$ cat src/rtl/obj_pkg.sv
// Shared types for the OBJ row scanout: row-buffer entry layout, scan FSM states and
// the default geometry of the visible line.
package obj_pkg;

    localparam int OBJ_COLS  = 240;
    localparam int OBJ_LINES = 228;

    // One row-buffer entry; {rsvd, color} all-zero marks a cleared (transparent) slot.
    typedef struct packed {
        logic [3:0]  attr;
        logic        rsvd;
        logic [14:0] color;
    } obj_entry_t;

    typedef enum logic [1:0] {
        IDLE    = 2'd0,
        FETCH   = 2'd1,
        PRESENT = 2'd2,
        CLEAR   = 2'd3
    } scan_state_t;

endpackage

$ cat src/rtl/obj_row_scanout_if.sv
// Pixel link from the OBJ row scanout to the layer compositor.
interface obj_row_scanout_if;

    // A pixel moves when pix_valid & pix_ready are both high at a rising clock edge;
    // once pix_valid is raised, it and every pix_* field hold until that edge.
    logic        pix_valid;
    logic        pix_ready;
    logic [7:0]  pix_col;
    logic [14:0] pix_color;
    logic [3:0]  pix_attr;
    logic        pix_transp;

    modport master (
        output pix_valid, pix_col, pix_color, pix_attr, pix_transp,
        input  pix_ready
    );

    modport slave (
        input  pix_valid, pix_col, pix_color, pix_attr, pix_transp,
        output pix_ready
    );

endinterface

$ cat src/rtl/obj_row_scanout.sv
// Drains one line of the OBJ row double buffer to the compositor at pixel cadence,
// then clears the drained half so the renderer can refill it.
module obj_row_scanout
  import obj_pkg::*;
#(
  parameter int NUM_COLS   = OBJ_COLS,
  parameter int LINES      = OBJ_LINES,
  parameter int PIX_CYCLES = 4
) (
  input  logic              clock,
  input  logic              reset,
  input  logic              line_start,
  input  logic [7:0]        vcount,
  output logic [7:0]        buf_row,
  output logic [7:0]        rcol,
  input  logic [19:0]       rdata,
  output logic              buf_clear,
  output logic              wr_block,
  output logic              busy,
  output logic              line_done,
  output logic              overrun,
  output scan_state_t       dbg_state,
  obj_row_scanout_if.master pix
);

  localparam int             PW        = $clog2(PIX_CYCLES);
  localparam logic [PW-1:0]  PACE_MAX  = PW'(PIX_CYCLES - 1);
  localparam logic [7:0]     LAST_COL  = 8'(NUM_COLS - 1);
  localparam logic [7:0]     LAST_LINE = 8'(LINES - 1);

  scan_state_t   state_q;
  logic [7:0]    line_q;
  logic [7:0]    rcol_q;
  logic [PW-1:0] pace_q;
  logic [PW-1:0] pace_d;
  logic [7:0]    buf_row_q;
  logic [7:0]    pix_col_q;
  logic [14:0]   pix_color_q;
  logic [3:0]    pix_attr_q;
  logic          pix_transp_q;
  logic          clear_q;
  logic          overrun_q;
  logic          handshake;
  obj_entry_t    entry;

  // The renderer fills line+1 into the half not being read; only the last line wraps.
  function automatic logic [7:0] read_row(input logic [7:0] l);
    return (l == LAST_LINE) ? 8'd0 : l + 8'd1;
  endfunction

  assign entry     = rdata;
  assign pace_d    = (pace_q == PACE_MAX) ? pace_q : pace_q + PW'(1);
  assign handshake = pix.pix_valid & pix.pix_ready;

  always_ff @(posedge clock or negedge reset) begin
    if (!reset) begin
      state_q      <= IDLE;
      line_q       <= '0;
      rcol_q       <= '0;
      pace_q       <= '0;
      buf_row_q    <= '0;
      pix_col_q    <= '0;
      pix_color_q  <= '0;
      pix_attr_q   <= '0;
      pix_transp_q <= 1'b0;
      clear_q      <= 1'b0;
      overrun_q    <= 1'b0;
    end else begin
      overrun_q <= line_start && (state_q != IDLE);
      clear_q   <= 1'b0;
      case (state_q)
        IDLE: begin
          if (line_start) begin
            line_q    <= vcount;
            rcol_q    <= '0;
            pace_q    <= '0;
            buf_row_q <= read_row(vcount);
            state_q   <= FETCH;
          end
        end
        FETCH: begin
          pix_col_q    <= rcol_q;
          pix_color_q  <= entry.color;
          pix_attr_q   <= entry.attr;
          pix_transp_q <= ({entry.rsvd, entry.color} == 16'd0);
          pace_q       <= pace_d;
          state_q      <= PRESENT;
        end
        PRESENT: begin
          if (handshake && (rcol_q == LAST_COL)) begin
            // Pointing buf_row back at the current line flips bit0 onto the half just drained.
            buf_row_q <= line_q;
            clear_q   <= 1'b1;
            state_q   <= CLEAR;
          end else if (handshake) begin
            rcol_q  <= rcol_q + 8'd1;
            pace_q  <= '0;
            state_q <= FETCH;
          end else begin
            pace_q <= pace_d;
          end
        end
        CLEAR: begin
          buf_row_q <= read_row(line_q);
          state_q   <= IDLE;
        end
        default: state_q <= IDLE;
      endcase
    end
  end

  assign buf_row        = buf_row_q;
  assign rcol           = rcol_q;
  assign buf_clear      = clear_q;
  assign wr_block       = clear_q;
  assign line_done      = clear_q;
  assign overrun        = overrun_q;
  assign busy           = (state_q != IDLE);
  assign dbg_state      = state_q;

  assign pix.pix_valid  = (state_q == PRESENT) && (pace_q == PACE_MAX);
  assign pix.pix_col    = pix_col_q;
  assign pix.pix_color  = pix_color_q;
  assign pix.pix_attr   = pix_attr_q;
  assign pix.pix_transp = pix_transp_q;

endmodule

$ cat src/flat_wrapper.sv
// flat-port wrapper written by rule: the top's interface ports become plain ports
module obj_row_scanout_flat import obj_pkg::*;
#(
  parameter int NUM_COLS   = OBJ_COLS,
  parameter int LINES      = OBJ_LINES,
  parameter int PIX_CYCLES = 4
)
  (clock, reset, line_start, vcount, buf_row, rcol, rdata, buf_clear, wr_block, busy, line_done, overrun, dbg_state, pix_pix_valid, pix_pix_col, pix_pix_color, pix_pix_attr, pix_pix_transp, pix_pix_ready);
  obj_row_scanout_if pix_i ();
  input  logic clock;
  input  logic reset;
  input  logic line_start;
  input  logic [7:0] vcount;
  output logic [7:0] buf_row;
  output logic [7:0] rcol;
  input  logic [19:0] rdata;
  output logic buf_clear;
  output logic wr_block;
  output logic busy;
  output logic line_done;
  output logic overrun;
  output scan_state_t dbg_state;
  output wire logic [$bits(pix_i.pix_valid)-1:0] pix_pix_valid;
  output wire logic [$bits(pix_i.pix_col)-1:0] pix_pix_col;
  output wire logic [$bits(pix_i.pix_color)-1:0] pix_pix_color;
  output wire logic [$bits(pix_i.pix_attr)-1:0] pix_pix_attr;
  output wire logic [$bits(pix_i.pix_transp)-1:0] pix_pix_transp;
  input wire logic [$bits(pix_i.pix_ready)-1:0] pix_pix_ready;
  assign pix_pix_valid = pix_i.pix_valid;
  assign pix_pix_col = pix_i.pix_col;
  assign pix_pix_color = pix_i.pix_color;
  assign pix_pix_attr = pix_i.pix_attr;
  assign pix_pix_transp = pix_i.pix_transp;
  assign pix_i.pix_ready = pix_pix_ready;
  obj_row_scanout #(.NUM_COLS(NUM_COLS), .LINES(LINES), .PIX_CYCLES(PIX_CYCLES)) u_core (.clock(clock), .reset(reset), .line_start(line_start), .vcount(vcount), .buf_row(buf_row), .rcol(rcol), .rdata(rdata), .buf_clear(buf_clear), .wr_block(wr_block), .busy(busy), .line_done(line_done), .overrun(overrun), .dbg_state(dbg_state), .pix(pix_i));
endmodule
$ cat config.mk
export PLATFORM = sky130hd
export DESIGN_NAME = obj_row_scanout_flat
export DESIGN_NICKNAME = d
export VERILOG_FILES = /design/src/rtl/obj_pkg.sv /design/src/rtl/obj_row_scanout_if.sv /design/src/rtl/obj_row_scanout.sv /design/src/flat_wrapper.sv
export SDC_FILE = /design/constraint.sdc
export NUM_CORES = 1
export LEC_CHECK = 0
export CAP_MARGIN = 40
export CORE_MARGIN = 2
export CORE_UTILIZATION = 47
export DETAILED_ROUTE_END_ITERATION = 8
export PLACE_DENSITY = 0.8
export REMOVE_ABC_BUFFERS = 1
export SLEW_MARGIN = 15
export SYNTH_ARGS = -nofsm -noshare
export SYNTH_HDL_FRONTEND = slang
export SYNTH_SLANG_ARGS = --single-unit
$ cat constraint.sdc
create_clock -name clock -period 2.2 [get_ports clock]
set_input_delay 0.44 -clock clock [delete_from_list [all_inputs] [get_ports clock]]
set_output_delay 0.44 -clock clock [all_outputs]
set_load 0.03 [all_outputs]
==> summary by stage, run 1 <==
Logic synthesis
The number of flops mapped to enable cells by yosys is 0. The post-synthesis average cell area is 11.5 sq um. The synthesized flop and latch total is 58.

Synthesis produced 248 cells. The yosys synthesis warning count is 0. The proportion of register bits with asynchronous set or reset after synthesis is 100%.

The most used flip-flop cell after synthesis is sky130_fd_sc_hd__dfrtp_1. The mapped netlist covers 0.00284 sq mm. The cell taking the most area after synthesis is sky130_fd_sc_hd__dfrtp_1.

In the post-synthesis netlist, the biggest area contributors are sky130_fd_sc_hd__dfrtp_1 51%, sky130_fd_sc_hd__mux2_2 14%, sky130_fd_sc_hd__ha_1 3.1%, sky130_fd_sc_hd__nor2_1 2.2%, sky130_fd_sc_hd__xnor2_1 2.2%. Sequential elements use 51.1% of the synthesized area. After synthesis, the netlist uses 47 different library cells. The share of synthesized area in the top cell type comes to 51.1%.

STA
The number of slew-limit violations in the final report is 0. Hold timing on the final database bottoms out at a slack of 0.0845 ns. Setup repair after global routing left no endpoint under its margin.

After layout, the worst path uses 93.5% of the clock period. Summed over all failing endpoints, the final setup total negative slack is 0 ns. Setup violations remaining at the end of the flow were counted as 0. The maximum achievable frequency is 486 MHz. In this run the tightest slew margin relative to its limit is 62.0%.

On the final layout, the worst clock skew is 0.00759 ns. The worst path needs 2.06 ns of the cycle, external delays included. At the pin with the least slew margin, the transition time is 0.571 ns. The number of hold violations in the final report is 0.

Critical path
In this run the register-to-register setup slack is 0.18 ns. The category of the worst setup path capture point is a primary output. In this run the critical register-to-register path is launched from u_core.dbg_state[1]. STA puts the critical path data arrival time at 1.62 ns. The largest fanout of any net on the critical path is 9. The startpoint kind of the worst setup timing path is a flip-flop.

The depth of the worst register-to-register path is 7. The critical path is of the reg2out type. The required time reported for the critical path endpoint is 1.76 ns.

The worst register-to-register path ends at u_core.rcol[7].

Route
The DRC violations left is 0. After detailed routing, the total wire length is 6.88 mm. For this block, the via count after detailed routing is 2397. Dividing the detail-routed via count by the number of cells gives 5.45. The first detailed-routing pass took 4 iterations.

Dividing the detail-routed wire length by the instance count gives 15.6 um. In this run, the number of DRC markers left after iteration 0 of detailed routing was 111. The post-detailed-route count of antenna-violating nets is 0.

Global routing
The remaining global-route overflow is 0. The largest net degree at the start of global routing is 25. Global routing consumed, over all layers together, 21.7% of the routing resources. The via count of the first global-routing pass came to 2386. The initial antenna violation count came to 0. The first global-routing pass estimated 10.8 mm of wire.

Clocking
The clock reaches the later pin of the worst-skew pair after 0.35 ns. The clock tree from TritonCTS is done. The number of buffers added to fix hold violations after cts is 0. The register clock-pin slew on the reported worst setup and hold paths is 0.07 ns. The maximum buffer depth of the clock tree is 2. In this run the post-CTS setup repair buffer count came out at 0. CTS saw 58 sinks.

The root cell of the clock tree is sky130_fd_sc_hd__clkbuf_8. Counting the buffers created by CTS gives 9. The H-tree generated during clock tree synthesis spans 3 levels.

Final layout
Summing all non-filler instances in the final layout gives an area of 0.00415 sq mm. The repair_antennas step left the layout with diodes totalling 0. The area growth from synthesis to layout is 45.9%. Once layout is complete, the utilization of the core stands at 70.5%. The net count of the finished layout is 399.

Of the cells placed in the final design, the portion with a size suffix greater than 1 is 24.1%.

Placed design
The placed cell area is 0.00394 sq mm. Summed over all nets, the half-perimeter wirelength after detailed placement is 5.11 mm. The final estimated routing congestion in global placement is 0.834. The count of buffers added on input and output ports is 83.

Pwr
In this run the static leakage power is 0.00175 uW. The largest vdd supply drop is 765 uV. The power per cell area is 1430 mW/mm^2.

Die
The die is 81.8 um wide. The standard cell core area is 0.00589 sq mm. The initial utilization of the core area, before any placement, comes to 48.3%.

The floorplan step set the die height to 81.8 um. The die covers 0.00668 sq mm. The number of top-level design ports is 84. The floorplan has 28 rows.

Run status
The run finished with clean final reports.

Job
The max-cap violation count is 0.

Worst hold path
The worst hold path belongs to the class in2async.
-- through the flow --
stage,total power (uW),std cells,worst slack [ns]
2_1_floorplan,3630,239,-0.284
3_3_place_gp,4870,424,-0.120
3_5_place_dp,4940,424,-0.202
4_1_cts,5950,440,0.0427
5_1_grt,6280,440,0.0478
6_report,5930,440,0.143
-- layout make-up --
| type | instances | area, sq um |
|---|---|---|
| well taps | 75 | 93.8 |
| multi-input cells | 173 | 1320 |
| fillers | 427 | 1740 |
| flip-flops and latches | 58 | 1450 |
| repair buffers | 110 | 1050 |
| clock inverters | 7 | 78.8 |
| inverters | 8 | 30.0 |
| clock buffers | 9 | 124 |
-- layout by cell type (no fill, tap or decap), types with 2 or more instances in the layout --
master                            synthesis  final
sky130_fd_sc_hd__nor3_1                   3      3
sky130_fd_sc_hd__a21oi_1                  9      9
sky130_fd_sc_hd__nor4_1                   7      7
sky130_fd_sc_hd__nor3b_1                  2      2
sky130_fd_sc_hd__nand3_1                  9      9
sky130_fd_sc_hd__mux2i_1                  2      2
sky130_fd_sc_hd__buf_4                    2     26
sky130_fd_sc_hd__nand4_1                  4      4
sky130_fd_sc_hd__mux2_2                  36     36
sky130_fd_sc_hd__nor2_1                  17     17
sky130_fd_sc_hd__o21ai_0                  7      7
sky130_fd_sc_hd__xor2_1                   2      2
sky130_fd_sc_hd__buf_12                   0      2
sky130_fd_sc_hd__a21o_1                   2      2
sky130_fd_sc_hd__and3_1                   3      3
sky130_fd_sc_hd__inv_1                    8      8
sky130_fd_sc_hd__a31oi_1                  6      6
sky130_fd_sc_hd__clkdlybuf4s50_1          0     80
sky130_fd_sc_hd__o21a_1                   2      2
sky130_fd_sc_hd__ha_1                     7      6
sky130_fd_sc_hd__a222oi_1                 3      3
sky130_fd_sc_hd__clkinvlp_4               0      3
sky130_fd_sc_hd__a22oi_1                  2      2
sky130_fd_sc_hd__or4_1                    2      2
sky130_fd_sc_hd__nand2b_1                 4      4
sky130_fd_sc_hd__nor4b_1                  2      2
sky130_fd_sc_hd__nor2b_1                  2      2
sky130_fd_sc_hd__o31ai_1                  2      2
sky130_fd_sc_hd__nand2_1                 15     15
sky130_fd_sc_hd__dfrtp_1                 58     58
sky130_fd_sc_hd__clkinv_4                 0      2
sky130_fd_sc_hd__xnor2_1                  7      7
sky130_fd_sc_hd__clkbuf_8                 0      9
-- synthesized netlist by cell type (all sizes together), types with 2 or more instances --
cell type and instances:
ha 7, o31ai 2, a222oi 3, nand4 4
a21o 2, nand2 15, o21a 2, nor4b 2
and3 3, buf 5, a31oi 6, a22oi 2
inv 8, nor2b 2, clkbuf 4, a21oi 9
xor2 2, mux2i 2, nor3 3, nor4 8
dfrtp 58, o21ai 7, nand2b 5, or4 2
nand3 10, nor2 17, xnor2 7, mux2 36
nor3b 2
-- worst max-delay path, cell delays in order, from the launching register on --
cell and delay, ns:
sky130_fd_sc_hd__dfrtp_1 0.37, sky130_fd_sc_hd__inv_1 0.12, sky130_fd_sc_hd__ha_2 0.31, sky130_fd_sc_hd__buf_4 0.18, sky130_fd_sc_hd__and3_1 0.15, sky130_fd_sc_hd__buf_4 0.15
-- how the worst max path moves through the flow --
stage,to,cells past startpoint,startpoint
floorplan,u_core.rcol[7],7,u_core.dbg_state[0]
global placement,u_core.buf_row[2],7,vcount[0]
detailed placement,u_core.buf_row[3],7,vcount[0]
CTS,pix_pix_valid,5,u_core.dbg_state[0]
global route,u_core.buf_row[1],5,u_core.line_q[0]
finish,pix_pix_valid,5,u_core.dbg_state[0]
-- cell families after synthesis --
group | share of synthesized area (%)
buf+inv | 2.60
compound gates | 10.7
flops | 51.1
simple gates | 14.8
mux | 15.0
xor+xnor | 2.77
fa+ha+maj | 3.08
-- state kept, by name (all words and copies together), names as in the netlist --
name	count
u_core.buf_row	8
u_core.overrun	1
u_core.pix.pix_col	8
u_core.pix.pix_transp	1
u_core.pace_q	2
u_core.buf_clear	1
u_core.line_q	8
u_core.dbg_state	2
u_core.pix.pix_attr	4
u_core.pix.pix_color	15
u_core.rcol	8
-- where the power goes --
| group | switching, uW | internal (uW) | total, uW |
|---|---|---|---|
| registers | 291 | 1480 | 1770 |
| logic | 1670 | 1490 | 3160 |
| clock network | 476 | 529 | 1010 |
| total | 2430 | 3500 | 5930 |
-- routing by layer --
| layer | up-vias | global-route usage [%] | wire length, um |
|---|---|---|---|
| met4 | 0 | 11.3 | 197 |
| met5 | - | 0 | 0 |
| met1 | 1146 | 26.4 | 2830 |
| met3 | 16 | 5.27 | 386 |
| met2 | 85 | 35.7 | 3470 |
| li1 | 1150 | - | - |
-- timing repair --
item                       4_1_cts  5_1_grt
pin swaps                        0        0
resized for setup                1        1
setup endpoints to repair        1       10
(Power assumes the default switching activity.)
==> run 2, diff against run 1 <==
--- a/config.mk
+++ b/config.mk
@@ -7,2 +7,3 @@
 export LEC_CHECK = 0
+export ABC_AREA = 0
 export CAP_MARGIN = 40
@@ -10,2 +11,3 @@
 export CORE_UTILIZATION = 47
+export CTS_CLUSTER_DIAMETER = 40
 export DETAILED_ROUTE_END_ITERATION = 8
--- a/constraint.sdc
+++ b/constraint.sdc
@@ -3,2 +3,2 @@
 set_output_delay 0.44 -clock clock [all_outputs]
-set_load 0.03 [all_outputs]
+set_load 0.05 [all_outputs]
==> summary by stage, run 2 (synthesis results as in run 1) <==
Run status
The run finished with clean final reports.

Critical path
The cell class contributing the biggest share of worst-path delay is buffers and inverters. The largest fanout of any net on the critical path is 7. STA puts the critical path data required time at 1.76 ns. The delay contributed by the slowest stage of the critical path is 0.86 ns. The startpoint kind of the worst setup timing path is a flip-flop.

Data on the critical path arrives at its endpoint at 1.65 ns. The register-to-register setup slack is 0.17 ns. Together, buffers and inverters on the worst path number 1. In this run the number of cells on the critical path is 1. The worst register-to-register path begins at u_core.dbg_state[1].

The worst register-to-register path has a depth of 7. Walking the worst path, the cells encountered are clkdlybuf4s50_1. The startpoint of the worst setup timing path is u_core.rcol[5].

The critical-path cell with the highest stage delay is sky130_fd_sc_hd__clkdlybuf4s50_1. Following the worst setup path forward leads to its endpoint at rcol[5]. The endpoint of the lowest-slack register-to-register path is u_core.rcol[7]. The category of the worst setup path capture point is a primary output. The worst setup path is of the reg2out kind.

Final layout
Summing all non-filler instances in the final layout gives an area of 0.00412 sq mm. After the last flow step, the layout net total stands at 395. The area overhead of the layout relative to synthesis is 44.9%. Of the cells placed in the final design, the portion with a size suffix greater than 1 is 23.5%. The number of standard cells in the final layout excluding fillers is 436.

The share of the core filled with cells is 69.9%. The number of diodes is 0. In the layout the commonest cells are 80 x sky130_fd_sc_hd__clkdlybuf4s50_1, 58 x sky130_fd_sc_hd__dfrtp_1, 36 x sky130_fd_sc_hd__mux2_2. The register with the most flip-flops in the layout has 15 of them. The library cell used most frequently in the layout, excluding fill and tap cells, is sky130_fd_sc_hd__clkdlybuf4s50_1.

STA
The shortest clock period the worst path allows after layout is 2.09 ns. After layout, the worst path uses 95.0% of the clock period. Hold timing on the final database bottoms out at a slack of 0.168 ns.

The number of slew-limit violations in the final report is 0. In the final timing run, aggregate negative setup slack is 0 ns. At the pin with the least slew margin, the transition time is 0.726 ns.

Measured against its own limit, the worst slew margin works out to 51.6%. Setup repair after global routing left no endpoint under its margin. For the final database, setup skew stands at 0.00741 ns.

The final count of negative-setup-slack endpoints is 0. The number of hold violations in the final report was 0. The maximum achievable frequency is 479 MHz.

Clocking
TritonCTS built the clock tree. The maximum buffer depth of the clock tree is 2. At the later pin of the worst-skew pair, clock insertion delay measures 0.33 ns. The CTS buffer count is 9. The clock net in this run drives a total of 58 sinks. The depth of the CTS H-tree is 3.

After clock tree synthesis, the clock-pin slew on the worst setup and hold paths is 0.07 ns. The root cell of the clock tree is sky130_fd_sc_hd__clkbuf_8. After clock tree synthesis, the setup repair step added 0 buffers.

Pwr
The static leakage is 0.00173 uW. Power spread over the standard cell area amounts to 1550 mW/mm^2. The largest vdd supply drop is 1070 uV.

Route
The number of violations reported at the end of detailed-routing iteration 0 is 144. The total number of vias is 2398. The total routed wirelength is 6.81 mm. The first TritonRoute pass finished after 5 iterations.

The average detailed-routed wire length per instance is 15.6 um. The detail route stage leaves a number of antenna-violating nets equal to 0. The DRC violations left is 0.

In the routed layout, each cell is associated on average with a via count of 5.50.

Job
The tool flagged a number of max-cap violations equal to 0.

Placed design
The count of port buffers added during placement is 83. The placed cell area is 0.00392 sq mm. At the end of routability-driven placement, the weighted congestion stood at 0.804. The placed wire-length estimate after detailed placement is 4.96 mm. The number of placed instances with taps included is 420.

Die
Measured along the y axis, the die boundary spans 81.8 um. The floorplan step defined a core boundary enclosing 0.00589 sq mm. The number of cell rows is 28. The overall die width is 81.8 um. The effective utilization at floorplan is 48.3%. During I/O placement, the number of pins put on the boundary was 84. The die area is 0.00668 sq mm.

Worst hold path
The worst hold path class is in2async.

Global routing
The largest net degree at the start of global routing is 34. The first global-routing pass estimated 10.8 mm of wire. The combined global-route utilization of all metal layers is 21.4%.

The remaining global-route overflow is 0. The initial antenna violation count is 0. The via count of the first global-routing pass is 2320.
==> run 2: worst reg2reg max path, cell delays in order, from the launching register on <==
cell	delay [ns]
sky130_fd_sc_hd__dfrtp_1	0.39
sky130_fd_sc_hd__inv_1	0.08
sky130_fd_sc_hd__ha_1	0.25
sky130_fd_sc_hd__inv_1	0.16
sky130_fd_sc_hd__o2bb2ai_2	0.09
sky130_fd_sc_hd__or3_4	0.34
sky130_fd_sc_hd__or4_1	0.50
sky130_fd_sc_hd__a21oi_1	0.14
==> run 2: stage by stage <==
stage               power [uW]  setup WS, ns
floorplan                 4120        -0.523
detailed placement        5450        -0.166
CTS                       6420        0.0939
global placement          5370        -0.120
global route              6770       0.00453
finish                    6400         0.110
==> run 2: timing repair <==
item | in CTS | in global routing
hold buffers | 0 | 0
endpoints found under the setup margin | 0 | 10
resized for setup | 0 | 2
==> run 2: layout make-up <==
class                           count  area (sq um)
Fill cell                         438          1770
Sequential cell                    58          1450
Clock inverter                      6          57.6
Clock buffer                       10           128
Tap cell                           75          93.8
Timing Repair Buffer              106          1030
Multi-Input combinational cell    173          1330
Inverter                            8          30.0
==> run 2: where the power goes <==
group	internal [uW]	switching, uW
combinational	1510	2170
clock	515	426
sequential	1480	304
total	3500	2900
==> run 2: how the worst min path moves through the flow <==
stage | startpoint | endpoint
2_1_floorplan | reset | u_core.buf_clear
3_3_place_gp | u_core.pix.pix_color[10] | u_core.pix.pix_color[10]
3_5_place_dp | u_core.pix.pix_attr[3] | u_core.pix.pix_attr[3]
4_1_cts | reset | u_core.pix.pix_color[4]
5_1_grt | reset | u_core.pix.pix_color[9]
6_report | reset | u_core.pix.pix_col[1]
==> run 2: routing by layer <==
layer / GRT usage, % / up-vias / wire (um)
li1: - / 1137 / -
met1: 25.6 / 1174 / 2840
met2: 36.2 / 78 / 3480
met3: 6.48 / 9 / 401
met4: 8.00 / 0 / 85
met5: 0 / - / 0
==> run 3, diff against run 2 <==
Settings changed: CORE_MARGIN 2 to 3.
==> summary by stage, run 3 (synthesis results as in run 1) <==
Critical path
The required time reported for the critical path endpoint is 1.76 ns. The number of gates on the worst path with buffers counted is 1. The most critical setup path has its startpoint at u_core.rcol[4]. Data arrives at the worst endpoint at 1.66 ns. Counting cells, the worst reg-to-reg path comes to 7.

The endpoint of the lowest-slack register-to-register path is u_core.rcol[7]. The source of the worst register-to-register timing path is u_core.dbg_state[0]. Following the worst setup path forward leads to its endpoint at rcol[4]. The critical path goes through clkdlybuf4s50_1. The slowest stage of the critical path belongs to the cell sky130_fd_sc_hd__clkdlybuf4s50_1.

The worst setup path is captured at a primary output. The worst setup path is of the reg2out kind. In this design, the stage delay of the slowest critical-path cell is 0.85 ns. The largest fanout of any net on the critical path is 8. The count of buffering cells on the critical path with inverters included is 1. The setup check on the worst reg-to-reg path leaves a slack of 0.16 ns.

The startpoint kind of the worst setup timing path is a flip-flop. The cell class contributing the biggest share of worst-path delay is buffers and inverters.

Die
In this run the count of I/O pins placed on the die edge is 84. The die area is 0.00701 sq mm. The die is 83.8 um wide. The floorplan step set the die height to 83.8 um. The floorplan has 27 rows. The floorplan step defined a core boundary enclosing 0.00568 sq mm. The initial utilization of the core area, before any placement, comes to 50.1%.

Worst hold path
The worst hold path class is in2async.

Final layout
Fill cells in the final layout number 387. Cells with a size suffix above 1 make up 23.3% of the layout. The library cells used most frequently in the layout, excluding fill and tap cells, are 80 x sky130_fd_sc_hd__clkdlybuf4s50_1, 58 x sky130_fd_sc_hd__dfrtp_1, 36 x sky130_fd_sc_hd__mux2_2. Compared with the post-synthesis result, the final layout area differs by 46.9%.

The number of antenna diodes in the final layout is 0. The flip-flop count of the largest register after layout is 15. For this run, the number of standard cells in the final layout without fillers is 433.

The most common library cell in the layout ignoring fill and taps is sky130_fd_sc_hd__clkdlybuf4s50_1. The final layout contains 395 nets.

Pwr
Summed over all cells, the static leakage comes to 0.00176 uW. The share of total power in sequential cells is 26.8%. Dividing total power by cell area gives a power density of 1590 mW/mm^2. The largest vdd supply drop is 938 uV. In this run the power spent charging and discharging nets is 2900 uW. In this run, the combinational gates consume 55.7% of the power.

The clock network burns 17.6% of the power. The internal portion of the total power is 3740 uW. The switching fraction of total power is 43.7%.

Route
In this run the remaining antenna-violating nets after routing total 0. The number of violations reported at the end of detailed-routing iteration 0 is 141. The total iterations of the first detailed-routing run is 4. For this run, design rule violations remaining after detail routing come to 0. The average detailed-routed wire length per instance is 15.6 um. The total routed wirelength is 6.74 mm. The average vias per placed instance is 5.56.

For this block, the via count after detailed routing is 2407.

Clocking
Clock-pin slew was measured on the worst setup and hold paths at 0.07 ns. The clock net in this run drives a total of 58 sinks. The root buffer cell chosen for the clock tree is sky130_fd_sc_hd__clkbuf_8. In this run the post-CTS setup repair buffer count came out at 0.

The worst-skew pair later-pin latency is 0.34 ns. In this run, CTS created clock tree buffers numbering 9. The maximum buffer depth of the clock tree is 2. TritonCTS built the clock tree. The H-tree generated during clock tree synthesis spans 3 levels.

Global routing
The via count of the first global-routing pass is 2359. The largest net degree at the start of global routing is 59. The initial antenna violation count is 0. The first global-routing pass estimated 11.5 mm of wire. The remaining global-route overflow is 0. The combined global-route utilization of all metal layers is 20.3%.

Placed design
The final estimated routing congestion in global placement is 0.934. Summed over all nets, the half-perimeter wirelength after detailed placement is 4.96 mm. The count of port buffers added during placement is 83. Including well taps, the total number of placed cells is 417.

STA
At the pin with the least slew margin, the transition time is 0.532 ns. The shortest clock period the worst path allows after layout is 2.10 ns. The summed negative setup slack over all endpoints is 0 ns. The relative slew slack is 64.1%.

The number of slew-limit violations in the final report is 0. Dividing the final minimum period by the clock period gives 95.7%. Setup repair after global routing left no endpoint under its margin. The final count of negative-setup-slack endpoints is 0. On the final layout, the worst clock skew is 0.00831 ns. The maximum achievable frequency is 475 MHz. The number of hold violations in the final report is 0.

Job
Across the run, the number of max-cap violations was 0.

Run status
The flow ran to the end, and the final reports show no timing, DRC or antenna violations.
## run 3: cell count changes in the layout (fill, tap and decap cells not counted), sizes merged
cell,delta
bufinv,+2
clkinv,-3
clkbuf,+1
## run 3: area by class of cell
| type | count | area, sq um | area share [%] |
|---|---|---|---|
| multi-input cells | 173 | 1330 | 31.7 |
| flip-flops and latches | 58 | 1450 | 34.8 |
| clock inverters | 5 | 103 | 2.46 |
| clock buffers | 11 | 131 | 3.15 |
| repair buffers | 106 | 1040 | 25.0 |
| well taps | 72 | 90.1 | 2.16 |
| inverters | 8 | 30.0 | 0.719 |
## run 3: power by group through the flow
stage          combinational [uW]  sequential [uW]  clock, uW
2_1_floorplan                1270             2850          0
3_3_place_gp                 3650             1760          0
3_5_place_dp                 3700             1790          0
4_1_cts                      3730             1770       1190
5_1_grt                      3930             1830       1240
6_report                     3700             1780       1170
## run 3: repair_timing
| item | CTS | global route |
|---|---|---|
| gates resized for setup | 0 | 2 |
| hold buffers | 0 | 0 |
| setup endpoints to repair | 0 | 5 |
## run 3: layer usage
| metal | GRT usage (%) | vias up | wire length [um] |
|---|---|---|---|
| met5 | 0 | - | 0 |
| li1 | - | 1138 | - |
| met1 | 25.6 | 1162 | 2770 |
| met4 | 8.04 | 0 | 127 |
| met3 | 5.73 | 13 | 446 |
| met2 | 33.0 | 94 | 3400 |
## run 3: how the worst min path moves through the flow
| stage | start | endpoint | slack (ns) |
|---|---|---|---|
| finish | reset | u_core.buf_clear | 0.09 |
| global route | reset | u_core.pix.pix_col[3] | 0.10 |
| CTS | reset | u_core.pix.pix_col[3] | 0.1 |
| detailed placement | reset | u_core.buf_clear | 0.47 |
| global placement | reset | u_core.pix.pix_col[0] | 0.47 |
| floorplan | reset | u_core.buf_clear | 0.14 |
## run 3: per-stage QoR
stage / hold WS, ns / util (%) / power (uW) / cell area [sq um] / setup slack (ns)
after global routing: 0.104 / 73.5 / 7000 / 4170 / 0.0143
after detailed placement: 0.467 / 69.3 / 5480 / 3930 / -0.325
after floorplan: 0.144 / - / 4120 / 2800 / -0.523
after CTS: 0.0972 / 73.4 / 6690 / 4170 / 0.0380
after global placement: 0.468 / 69.3 / 5410 / 3930 / -0.114
final: 0.0875 / 73.5 / 6650 / 4170 / 0.0956
